<file path="src/rtl/div_pkg.sv">
`default_nettype none
// ============================================================================
// Module      : div_pkg
// Description : Shared definitions for the multi-cycle divider: bus widths,
//               state encodings, handshake levels and a conditional
//               absolute-value helper.
// Revision    : 1.0 - initial release
// ============================================================================
package div_pkg;

  localparam int REG_BUS        = 32;
  localparam int DOUBLE_REG_BUS = 64;

  // Divider state encodings
  localparam logic [1:0] c_DIV_FREE    = 2'b00;
  localparam logic [1:0] c_DIV_BY_ZERO = 2'b01;
  localparam logic [1:0] c_DIV_ON      = 2'b10;
  localparam logic [1:0] c_DIV_END     = 2'b11;

  // Handshake levels
  localparam logic c_DIV_START            = 1'b1;
  localparam logic c_DIV_STOP             = 1'b0;
  localparam logic c_DIV_RESULT_READY     = 1'b1;
  localparam logic c_DIV_RESULT_NOT_READY = 1'b0;
  localparam logic c_RST_ENABLE           = 1'b1;

  // Two's-complement magnitude, applied only to signed negative operands.
  function automatic logic [REG_BUS-1:0] abs_if(input logic [REG_BUS-1:0] v,
                                                input logic              is_signed);
    return (is_signed && v[REG_BUS-1]) ? (~v + {{(REG_BUS-1){1'b0}}, 1'b1}) : v;
  endfunction

endpackage : div_pkg
`default_nettype wire

</file>
<file path="src/rtl/div.sv">
`default_nettype none
// ============================================================================
// Module      : div
// Description : 32-bit radix-2 restoring divider, one quotient bit per clock.
//               Returns {remainder, quotient}; signed mode truncates toward
//               zero and the remainder follows the sign of the dividend.
// Ports       : clk          - system clock, rising edge
//               rst          - synchronous active-high reset
//               signed_div_i - 1 = signed divide, 0 = unsigned
//               opdata1_i    - dividend (sampled at acceptance only)
//               opdata2_i    - divisor  (sampled at acceptance only)
//               start_i      - request, held until ready_o is seen
//               annul_i      - cancel: blocks acceptance / aborts in flight
//               result_o     - {remainder, quotient}, registered
//               ready_o      - result valid flag, registered
// Revision    : 1.0 - initial release
// ============================================================================
module div
  import div_pkg::*;
(
  input  logic                      clk,
  input  logic                      rst,
  input  logic                      signed_div_i,
  input  logic [REG_BUS-1:0]        opdata1_i,
  input  logic [REG_BUS-1:0]        opdata2_i,
  input  logic                      start_i,
  input  logic                      annul_i,
  output logic [DOUBLE_REG_BUS-1:0] result_o,
  output logic                      ready_o
);

  logic [1:0]         r_state;
  logic [1:0]         w_next_state;
  logic [5:0]         r_cnt;
  // Holds the dividend magnitude; bits shift out of the top as quotient
  // bits shift in at the bottom, so after 32 steps it holds the quotient.
  logic [REG_BUS-1:0] r_dq;
  logic [REG_BUS-1:0] r_divisor;
  logic [REG_BUS-1:0] r_rem;
  logic               r_signed;
  logic               r_neg1;
  logic               r_neg2;

  logic               w_accept;
  logic               w_div_zero;
  logic               w_last;
  logic [REG_BUS:0]   w_partial;
  logic [REG_BUS+1:0] w_trial;
  logic               w_qbit;
  logic [REG_BUS-1:0] w_rem_next;
  logic [REG_BUS-1:0] w_quo_next;
  logic [REG_BUS-1:0] w_quo_fix;
  logic [REG_BUS-1:0] w_rem_fix;

  assign w_accept   = (start_i == c_DIV_START) && !annul_i;
  assign w_div_zero = (opdata2_i == '0);
  assign w_last     = (r_cnt == 6'd31);

  // One restoring step. The partial remainder can reach 2*divisor-1, so it
  // needs 33 bits; one extra guard bit on the subtract exposes the borrow.
  assign w_partial  = {r_rem, r_dq[REG_BUS-1]};
  assign w_trial    = {1'b0, w_partial} - {2'b00, r_divisor};
  assign w_qbit     = ~w_trial[REG_BUS+1];
  // Either choice is below the divisor, so it always fits in 32 bits.
  assign w_rem_next = w_qbit ? w_trial[REG_BUS-1:0] : w_partial[REG_BUS-1:0];
  assign w_quo_next = {r_dq[REG_BUS-2:0], w_qbit};

  // Sign fix-up; 0x80000000 / -1 naturally wraps back to 0x80000000.
  assign w_quo_fix  = (r_signed && (r_neg1 ^ r_neg2)) ? (~w_quo_next + 32'd1) : w_quo_next;
  assign w_rem_fix  = (r_signed && r_neg1)            ? (~w_rem_next + 32'd1) : w_rem_next;

  // --------------------------------------------------------------------------
  // State register
  // --------------------------------------------------------------------------
  always_ff @(posedge clk) begin
    if (rst == c_RST_ENABLE) begin
      r_state <= c_DIV_FREE;
    end else begin
      r_state <= w_next_state;
    end
  end

  // --------------------------------------------------------------------------
  // Next-state logic
  // --------------------------------------------------------------------------
  always_comb begin
    w_next_state = r_state;
    case (r_state)
      c_DIV_FREE: begin
        if (w_accept) begin
          w_next_state = w_div_zero ? c_DIV_BY_ZERO : c_DIV_ON;
        end
      end
      c_DIV_BY_ZERO: begin
        w_next_state = annul_i ? c_DIV_FREE : c_DIV_END;
      end
      c_DIV_ON: begin
        if (annul_i) begin
          w_next_state = c_DIV_FREE;
        end else if (w_last) begin
          w_next_state = c_DIV_END;
        end
      end
      c_DIV_END: begin
        // annul_i is deliberately ignored once the result is available.
        if (start_i == c_DIV_STOP) begin
          w_next_state = c_DIV_FREE;
        end
      end
      default: w_next_state = c_DIV_FREE;
    endcase
  end

  // --------------------------------------------------------------------------
  // Datapath and registered outputs
  // --------------------------------------------------------------------------
  always_ff @(posedge clk) begin
    if (rst == c_RST_ENABLE) begin
      r_cnt     <= '0;
      r_dq      <= '0;
      r_divisor <= '0;
      r_rem     <= '0;
      r_signed  <= 1'b0;
      r_neg1    <= 1'b0;
      r_neg2    <= 1'b0;
      result_o  <= '0;
      ready_o   <= c_DIV_RESULT_NOT_READY;
    end else begin
      case (r_state)
        c_DIV_FREE: begin
          if (w_accept && !w_div_zero) begin
            r_dq      <= abs_if(opdata1_i, signed_div_i);
            r_divisor <= abs_if(opdata2_i, signed_div_i);
            r_rem     <= '0;
            r_cnt     <= '0;
            r_signed  <= signed_div_i;
            r_neg1    <= signed_div_i & opdata1_i[REG_BUS-1];
            r_neg2    <= signed_div_i & opdata2_i[REG_BUS-1];
          end
        end
        c_DIV_BY_ZERO: begin
          if (!annul_i) begin
            result_o <= '0;
            ready_o  <= c_DIV_RESULT_READY;
          end
        end
        c_DIV_ON: begin
          if (annul_i) begin
            r_cnt   <= '0;
            ready_o <= c_DIV_RESULT_NOT_READY;
          end else begin
            r_rem <= w_rem_next;
            r_dq  <= w_quo_next;
            r_cnt <= r_cnt + 6'd1;
            if (w_last) begin
              result_o <= {w_rem_fix, w_quo_fix};
              ready_o  <= c_DIV_RESULT_READY;
            end
          end
        end
        c_DIV_END: begin
          if (start_i == c_DIV_STOP) begin
            result_o <= '0;
            ready_o  <= c_DIV_RESULT_NOT_READY;
          end
        end
        default: begin
          ready_o <= c_DIV_RESULT_NOT_READY;
        end
      endcase
    end
  end

endmodule : div
`default_nettype wire
</file>
<file path="config.mk">
export PLATFORM = sky130hd
export DESIGN_NAME = div
export DESIGN_NICKNAME = d
export VERILOG_FILES = /design/src/rtl/div_pkg.sv /design/src/rtl/div.sv
export SDC_FILE = /design/constraint.sdc
export NUM_CORES = 1
export LEC_CHECK = 0
export ABC_AREA = 1
export ABC_CLOCK_PERIOD_IN_PS = 3580
export BUFFER_PORTS_ARGS = -buffer_cell sky130_fd_sc_hd__buf_2
export CAP_MARGIN = 15
export CORE_ASPECT_RATIO = 0.9
export CORE_MARGIN = 2
export CORE_UTILIZATION = 55
export DETAILED_ROUTE_END_ITERATION = 8
export PLACE_DENSITY = 0.81
export SETUP_SLACK_MARGIN = 0.5
export SYNTH_ARGS = -nofsm -noshare
export SYNTH_HDL_FRONTEND = slang
export SYNTH_SLANG_ARGS = --single-unit
</file>
<file path="constraint.sdc">
create_clock -name clk -period 3.58 [get_ports clk]
set_input_delay 0.716 -clock clk [delete_from_list [all_inputs] [get_ports clk]]
set_output_delay 0.716 -clock clk [all_outputs]
set_load 0.02 [all_outputs]
</file>
==> flow_metrics.env, run 1 <==
export IMPL_htreeDepth=4
export IMPL_ys_async_sr_fraction_pct=0
export IMPL_vias_per_cell=5.854
export IMPL_r2r_end="result_o[4]$_SDFFE_PP0P_"
export IMPL_synth_mux_area_share_pct=0
export IMPL_synthesis_area_um2=12620
export IMPL_cp_start_kind="flop"
export IMPL_fin_area_um2=16710
export IMPL_drc_errors=7
export IMPL_drv_slew=0
export IMPL_wl_per_cell_um=18.20
export IMPL_fin_crit_ns=3.652
export IMPL_timing_fmax_mhz=273.8
export IMPL_antenna_found_initial=0
export IMPL_rsz0062_at_grt="yes"
export IMPL_postCtsHoldBufs=0
export IMPL_crit_reg2reg_launch="r_divisor[27]$_SDFFE_PP0P_"
export IMPL_die_y_um=147.7
export IMPL_synth_simple_area_share_pct=35.02
export IMPL_drt_total_wl_mm=47.37
export IMPL_crit_slowest_cell="dfxtp_2"
export IMPL_worstHoldPathCells=2
export IMPL_synth_cell_types=54
export IMPL_synth_flop_cell="dfxtp_1"
export IMPL_gr_total_overflow=0
export IMPL_clockRootBuffer="clkbuf_16"
export IMPL_leakage_uw=0.007895
export IMPL_grt_use_met2_pct=54.87
export IMPL_clk_pin_slew_ns=0.07
export IMPL_criticalPathCategory="flop to flop"
export IMPL_run_status="finished with violations"
export IMPL_finClkSkew_ns=0.01182
export IMPL_rrSetupSlack_ns=-0.07
export IMPL_dieArea_um2=24170
export IMPL_worst_slew_pin_transition_ns=1.423
export IMPL_timing_hold_violations_final=0
export IMPL_areaGrowthSynthToFinish_pct=32.41
export IMPL_synth_top_family_by_area="simple AND/OR/NAND/NOR gates"
export IMPL_use_met3_pct=7.379
export IMPL_dpl_hpwl_mm=31.12
export IMPL_syn_area_per_cell_um2=6.090
export IMPL_grt_first_pass_wirelength_mm=66.36
export IMPL_nets=2406
export IMPL_design_portCount=134
export IMPL_synth_yosys_warnings=0
export IMPL_first_pass_iters=9
export IMPL_nFillCells=1709
export IMPL_grt_pass1_vias=12950
export IMPL_fin_util_pct=74.22
export IMPL_timing_hold_ws_ns=0.4615
export IMPL_ant_nets=0
export IMPL_rows=52
export IMPL_cts_sinks=172
export IMPL_critPathMaxStageDelay_ns=0.36
export IMPL_die_width_um=163.7
export IMPL_met1_usage_pct=46.02
export IMPL_cp_num_buf_inv=13
export IMPL_max_slew_margin_rel_pct=5.034
export IMPL_reg2regPathDepth=26
export IMPL_n_antenna_cell=0
export IMPL_worstSetupEndpointType="flop"
export IMPL_synth_nets=2183
export IMPL_setup_viol=1
export IMPL_clk_path_buf_depth=2
export IMPL_required_ns=3.94
export IMPL_max_cap_violations=0
export IMPL_synth_xor_area_share_pct=5.692
export IMPL_cp_top_family="buffers and inverters"
export IMPL_layout_drive_gt1_share_pct=28.01
export IMPL_worst_path_most_repeated_cell="buf_6"
export IMPL_synth_cells=2072
export IMPL_setup_ws_ns=-0.07183
export IMPL_insertion_delay_ns=0.44
export IMPL_place_area_um2=13960
export IMPL_grt_use_total_pct=34.61
export IMPL_timing_final_crit_share_pct=102.0
export IMPL_ir_drop_v=0.0006037
export IMPL_synth_compound_area_share_pct=16.97
export IMPL_hold_path_class="flop to flop"
export IMPL_num_vias=15240
export IMPL_start_util_pct=56.05
export IMPL_core_area_um2=22510
export IMPL_synthAdderAreaFrac_pct=4.224
export IMPL_cts_buffers=17
export IMPL_worstHoldStart="result_o[50]$_SDFFE_PP0P_"
export IMPL_io_buffers=133
export IMPL_cp_arrival_ns=4.01
export IMPL_violations="DRC, setup timing"
export IMPL_crit_fanout=5
export IMPL_cts_tree="yes"
export IMPL_power_density_nw_per_um2=640.6
export IMPL_synth_edf_count=0
export IMPL_synth_seq_cells=172
export IMPL_drt_iter0_drc=1899
export IMPL_grt_busiest_layer="met2"
export IMPL_grt_start_max_net_pins=130
export IMPL_routabilityCongestion=0.9996
export IMPL_synth_seq_area_share_pct=27.29
export IMPL_min_to="result_o[50]$_SDFFE_PP0P_"
synthesized netlist by cell type, types with 8 or more instances:
cell      instances  area (µm²)
a211oi_1         16       120.1
a21oi_1         206        1031
a31oi_1          13       81.33
buf_2             9       45.04
clkbuf_1         55       206.5
dfxtp_1         172        3443
ha_1             41       513.0
inv_1           250       938.4
inv_2            11       41.29
nand2_1         587        2203
nand2_2          26       162.7
nand3_1         125       625.6
nand3b_1          8       60.06
nand4_1          20       125.1
nor2_1          194       728.2
nor3_1           25       125.1
o21ai_0         124       620.6
o21ai_1          20       100.1
or2_2             9       56.30
xnor2_1          34       297.8
xor2_1           48       420.4
per-layer routing:
metal	routed length, µm	up-vias
met1	18520	6885
met3	5057	253
li1	-	7110
met5	0	-
met2	21090	991
met4	2706	0
through the flow:
stage	setup slack, ns	setup TNS [ns]	power (µW)	instances
2_1_floorplan	0.2939	0	5549	2072
3_3_place_gp	-0.1423	-0.6333	6615	2473
3_5_place_dp	-0.1679	-0.9195	6683	2473
4_1_cts	0.2885	0	9198	2549
5_1_grt	-0.1119	-0.4930	11220	2603
6_report	-0.07183	-0.07183	10700	2603
layout make-up:
cell class / instances / area [µm²] / share of cell area (%)
well taps: 297 / 371.6 / 2.224
clock buffers: 18 / 439.2 / 2.628
clock inverters: 12 / 90.09 / 0.5392
flip-flops and latches: 172 / 3497 / 20.93
multi-input cells: 1560 / 9198 / 55.05
inverters: 264 / 1007 / 6.028
repair buffers: 280 / 2106 / 12.60
how the worst max path moves through the flow:
stage	cells after the start	slack [ns]	end	start
after floorplan	27	0.29	result_o[30]$_SDFFE_PP0P_	r_divisor[20]$_SDFFE_PP0P_
after global placement	22	-0.14	result_o[62]$_SDFFE_PP0P_	r_divisor[25]$_SDFFE_PP0P_
after detailed placement	22	-0.17	result_o[62]$_SDFFE_PP0P_	r_divisor[25]$_SDFFE_PP0P_
after CTS	25	0.29	result_o[30]$_SDFFE_PP0P_	r_divisor[25]$_SDFFE_PP0P_
after global routing	26	-0.11	result_o[4]$_SDFFE_PP0P_	r_divisor[27]$_SDFFE_PP0P_
final	26	-0.07	result_o[4]$_SDFFE_PP0P_	r_divisor[27]$_SDFFE_PP0P_
tightest hold or removal path, cell delays in order (launching register included):
cell and delay, ns:
dfxtp_1 0.31, nand2_1 0.06, a21oi_1 0.05
cells by family (layout without fill, tap and decap cells):
logic type,after synthesis,in the layout
AND/OR/NAND/NOR,1034,1034
flip-flops,172,172
XOR/XNOR,82,82
buffers and inverters,340,574
adder cells (fa/ha/maj),42,42
AO/OA/AOI/OAI,402,402
power breakdown:
group	total, µW	switching (µW)	internal (µW)
clock	1770	862	907
combinational	6470	3910	2560
sequential	2460	288	2180
layout by cell type (no fill, tap or decap), types with 58 or more instances in the layout:
master,n
nand2_2,58
o21ai_0,109
buf_2,132
nand3_1,97
dfxtp_1,135
nand2_1,512
a21oi_1,199
nor2_1,172
buf_4,104
inv_1,222
what timing repair did:
| action | CTS | global route |
|---|---|---|
| resized for setup | 108 | 260 |
| setup buffers | 44 | 50 |
| endpoints found under the setup margin | 40 | 105 |
| cloned | 2 | 4 |
| pin swaps | 40 | 90 |
sequential cells by signal (all words and copies together), names as in the netlist:
name and cells:
r_neg1 1, r_rem 32, r_state 2, r_cnt 6, r_divisor 32, r_signed 1, r_dq 32, result_o 64
r_neg2 1, ready_o 1
(Power assumes the default switching activity.)
==> run 2: changes to the inputs <==
- RECOVER_POWER: not set -> 25
==> flow_metrics.env, run 2 (synthesis gave the netlist of run 1 again) <==
export IMPL_power_density_nw_per_um2=643.9
export IMPL_setup_tns_ns=-0.07447
export IMPL_nFillCells=1752
export IMPL_design_portCount=134
export IMPL_criticalPathCategory="flop to flop"
export IMPL_combPwrFrac_pct=60.5
export IMPL_clock_power_share_pct=16.5
export IMPL_vias_per_cell=5.872
export IMPL_first_pass_iters=7
export IMPL_setup_ws_ns=-0.07447
export IMPL_cp_top_family="buffers and inverters"
export IMPL_cts_sinks=172
export IMPL_fin_crit_ns=3.654
export IMPL_die_y_um=147.7
export IMPL_violations="setup timing"
export IMPL_regMostFlops="result_o"
export IMPL_most_common_layout_cells="512 x nand2_1, 222 x inv_1, 199 x a21oi_1, 172 x nor2_1, 135 x dfxtp_1"
export IMPL_leakage_uw=0.007636
export IMPL_largest_reg_flops=64
export IMPL_core_area_um2=22510
export IMPL_insertion_delay_ns=0.44
export IMPL_finClkSkew_ns=0.01345
export IMPL_drc_errors=0
export IMPL_crit_fanout=5
export IMPL_num_vias=15290
export IMPL_reg2regPathDepth=26
export IMPL_cts_buffers=17
export IMPL_rows=52
export IMPL_worstSetupEndpointType="flop"
export IMPL_cp_start_kind="flop"
export IMPL_timing_final_crit_share_pct=102.1
export IMPL_rsz0062_at_grt="yes"
export IMPL_timing_hold_violations_final=0
export IMPL_place_area_um2=13960
export IMPL_sequentialPowerShare_pct=23.0
export IMPL_cp_num_buf_inv=13
export IMPL_mostFrequentLayoutCell="nand2_1"
export IMPL_grt_pass1_vias=12950
export IMPL_dpl_hpwl_mm=31.12
export IMPL_die_width_um=163.7
export IMPL_worst_path_most_repeated_cell="buf_6"
export IMPL_areaGrowthSynthToFinish_pct=31.83
export IMPL_start_util_pct=56.05
export IMPL_postCtsHoldBufs=0
export IMPL_required_ns=3.94
export IMPL_htreeDepth=4
export IMPL_dieArea_um2=24170
export IMPL_layout_drive_gt1_share_pct=25.46
export IMPL_timing_fmax_mhz=273.6
export IMPL_grt_first_pass_wirelength_mm=66.36
export IMPL_timing_hold_ws_ns=0.4643
export IMPL_critPathMaxStageDelay_ns=0.36
export IMPL_routabilityCongestion=0.9996
export IMPL_gr_total_overflow=0
export IMPL_ant_nets=0
export IMPL_p_sw_uw=5070
export IMPL_crit_slowest_cell="dfxtp_2"
export IMPL_grt_start_max_net_pins=130
export IMPL_nets=2406
export IMPL_worstHoldStart="result_o[55]$_SDFFE_PP0P_"
export IMPL_clk_path_buf_depth=2
export IMPL_worst_slew_pin_transition_ns=1.406
export IMPL_wl_per_cell_um=18.20
export IMPL_drt_iter0_drc=1845
export IMPL_fin_area_um2=16630
export IMPL_cts_tree="yes"
export IMPL_worstHoldPathCells=2
export IMPL_n_antenna_cell=0
export IMPL_max_slew_margin_rel_pct=6.144
export IMPL_cp_arrival_ns=4.01
export IMPL_drt_total_wl_mm=47.37
export IMPL_clk_pin_slew_ns=0.07
export IMPL_ir_drop_v=0.0006123
export IMPL_grt_use_total_pct=34.61
export IMPL_switching_share_pct=47.34
export IMPL_drv_slew=0
export IMPL_min_to="result_o[55]$_SDFFE_PP0P_"
export IMPL_run_status="finished with violations"
export IMPL_r2r_end="result_o[4]$_SDFFE_PP0P_"
export IMPL_setup_viol=1
export IMPL_max_cap_violations=0
export IMPL_crit_reg2reg_launch="r_divisor[27]$_SDFFE_PP0P_"
export IMPL_clockRootBuffer="clkbuf_16"
export IMPL_fin_util_pct=73.89
export IMPL_internal_power_uw=5641
export IMPL_rrSetupSlack_ns=-0.07
export IMPL_finalPower_uw=10710
export IMPL_io_buffers=133
export IMPL_antenna_found_initial=0
export IMPL_hold_path_class="flop to flop"
==> run 2: metrics by stage <==
stage          std cells  setup slack, ns
5_1_grt             2603          -0.1119
3_5_place_dp        2473          -0.1679
6_report            2603         -0.07447
3_3_place_gp        2473          -0.1423
2_1_floorplan       2072           0.2939
4_1_cts             2549           0.2885
==> run 2: per-layer routing <==
metal,global-route usage (%),wire [µm],vias to the layer above
met2,54.87,21060,979
met1,46.02,18770,6939
met4,13.55,2666,0
met3,7.379,4871,249
li1,-,-,7119
met5,0,0,-
==> run 2: worst register-to-register path: stages (launching register included) <==
cell and delay (ns):
dfxtp_2 0.36, inv_1 0.08, ha_4 0.27, nand2_2 0.11
nor2_2 0.06, o21ai_1 0.17, nand3_1 0.17, nor2_4 0.21
nand2_8 0.09, inv_6 0.08, ha_4 0.16, nand3_4 0.08
buf_4 0.14, buf_6 0.10, buf_4 0.12, buf_6 0.11
buf_6 0.11, buf_6 0.10, buf_4 0.12, buf_4 0.13
buf_6 0.11, buf_6 0.11, buf_6 0.11, nand2_4 0.07
xnor2_2 0.11, nand2_1 0.10, a21oi_1 0.21
==> run 2: power by group through the flow <==
stage                     Clock [µW]  Sequential [µW]  Combinational (µW)
after floorplan                    0             2400                3150
after global placement             0             2450                4170
after detailed placement           0             2460                4230
after CTS                       1750             2420                5020
after global routing            1830             2480                6900
final                           1770             2460                6480
==> run 2: what timing repair did <==
action                                  4_1_cts  5_1_grt
gates resized for setup                     108      260
pin swaps                                    40       90
cloned                                        2        4
endpoints found under the setup margin       40      105
buffers inserted                             44       50
==> run 2: worst max path at each step <==
stage                                     from                         to  slack (ns)  cells past startpoint
CTS                 r_divisor[25]$_SDFFE_PP0P_  result_o[30]$_SDFFE_PP0P_        0.29                     25
detailed placement  r_divisor[25]$_SDFFE_PP0P_  result_o[62]$_SDFFE_PP0P_       -0.17                     22
floorplan           r_divisor[20]$_SDFFE_PP0P_  result_o[30]$_SDFFE_PP0P_        0.29                     27
global route        r_divisor[27]$_SDFFE_PP0P_   result_o[4]$_SDFFE_PP0P_       -0.11                     26
global placement    r_divisor[25]$_SDFFE_PP0P_  result_o[62]$_SDFFE_PP0P_       -0.14                     22
finish              r_divisor[27]$_SDFFE_PP0P_   result_o[4]$_SDFFE_PP0P_       -0.07                     26
==> run 2: final cells by class <==
class / instances / area (µm²) / area share (%)
multi-input cells: 1560 / 9198 / 55.29
flip-flops and latches: 172 / 3497 / 21.02
inverters: 264 / 1007 / 6.055
clock inverters: 12 / 90.09 / 0.5416
clock buffers: 18 / 439.2 / 2.640
repair buffers: 280 / 2032 / 12.22
well taps: 297 / 371.6 / 2.234
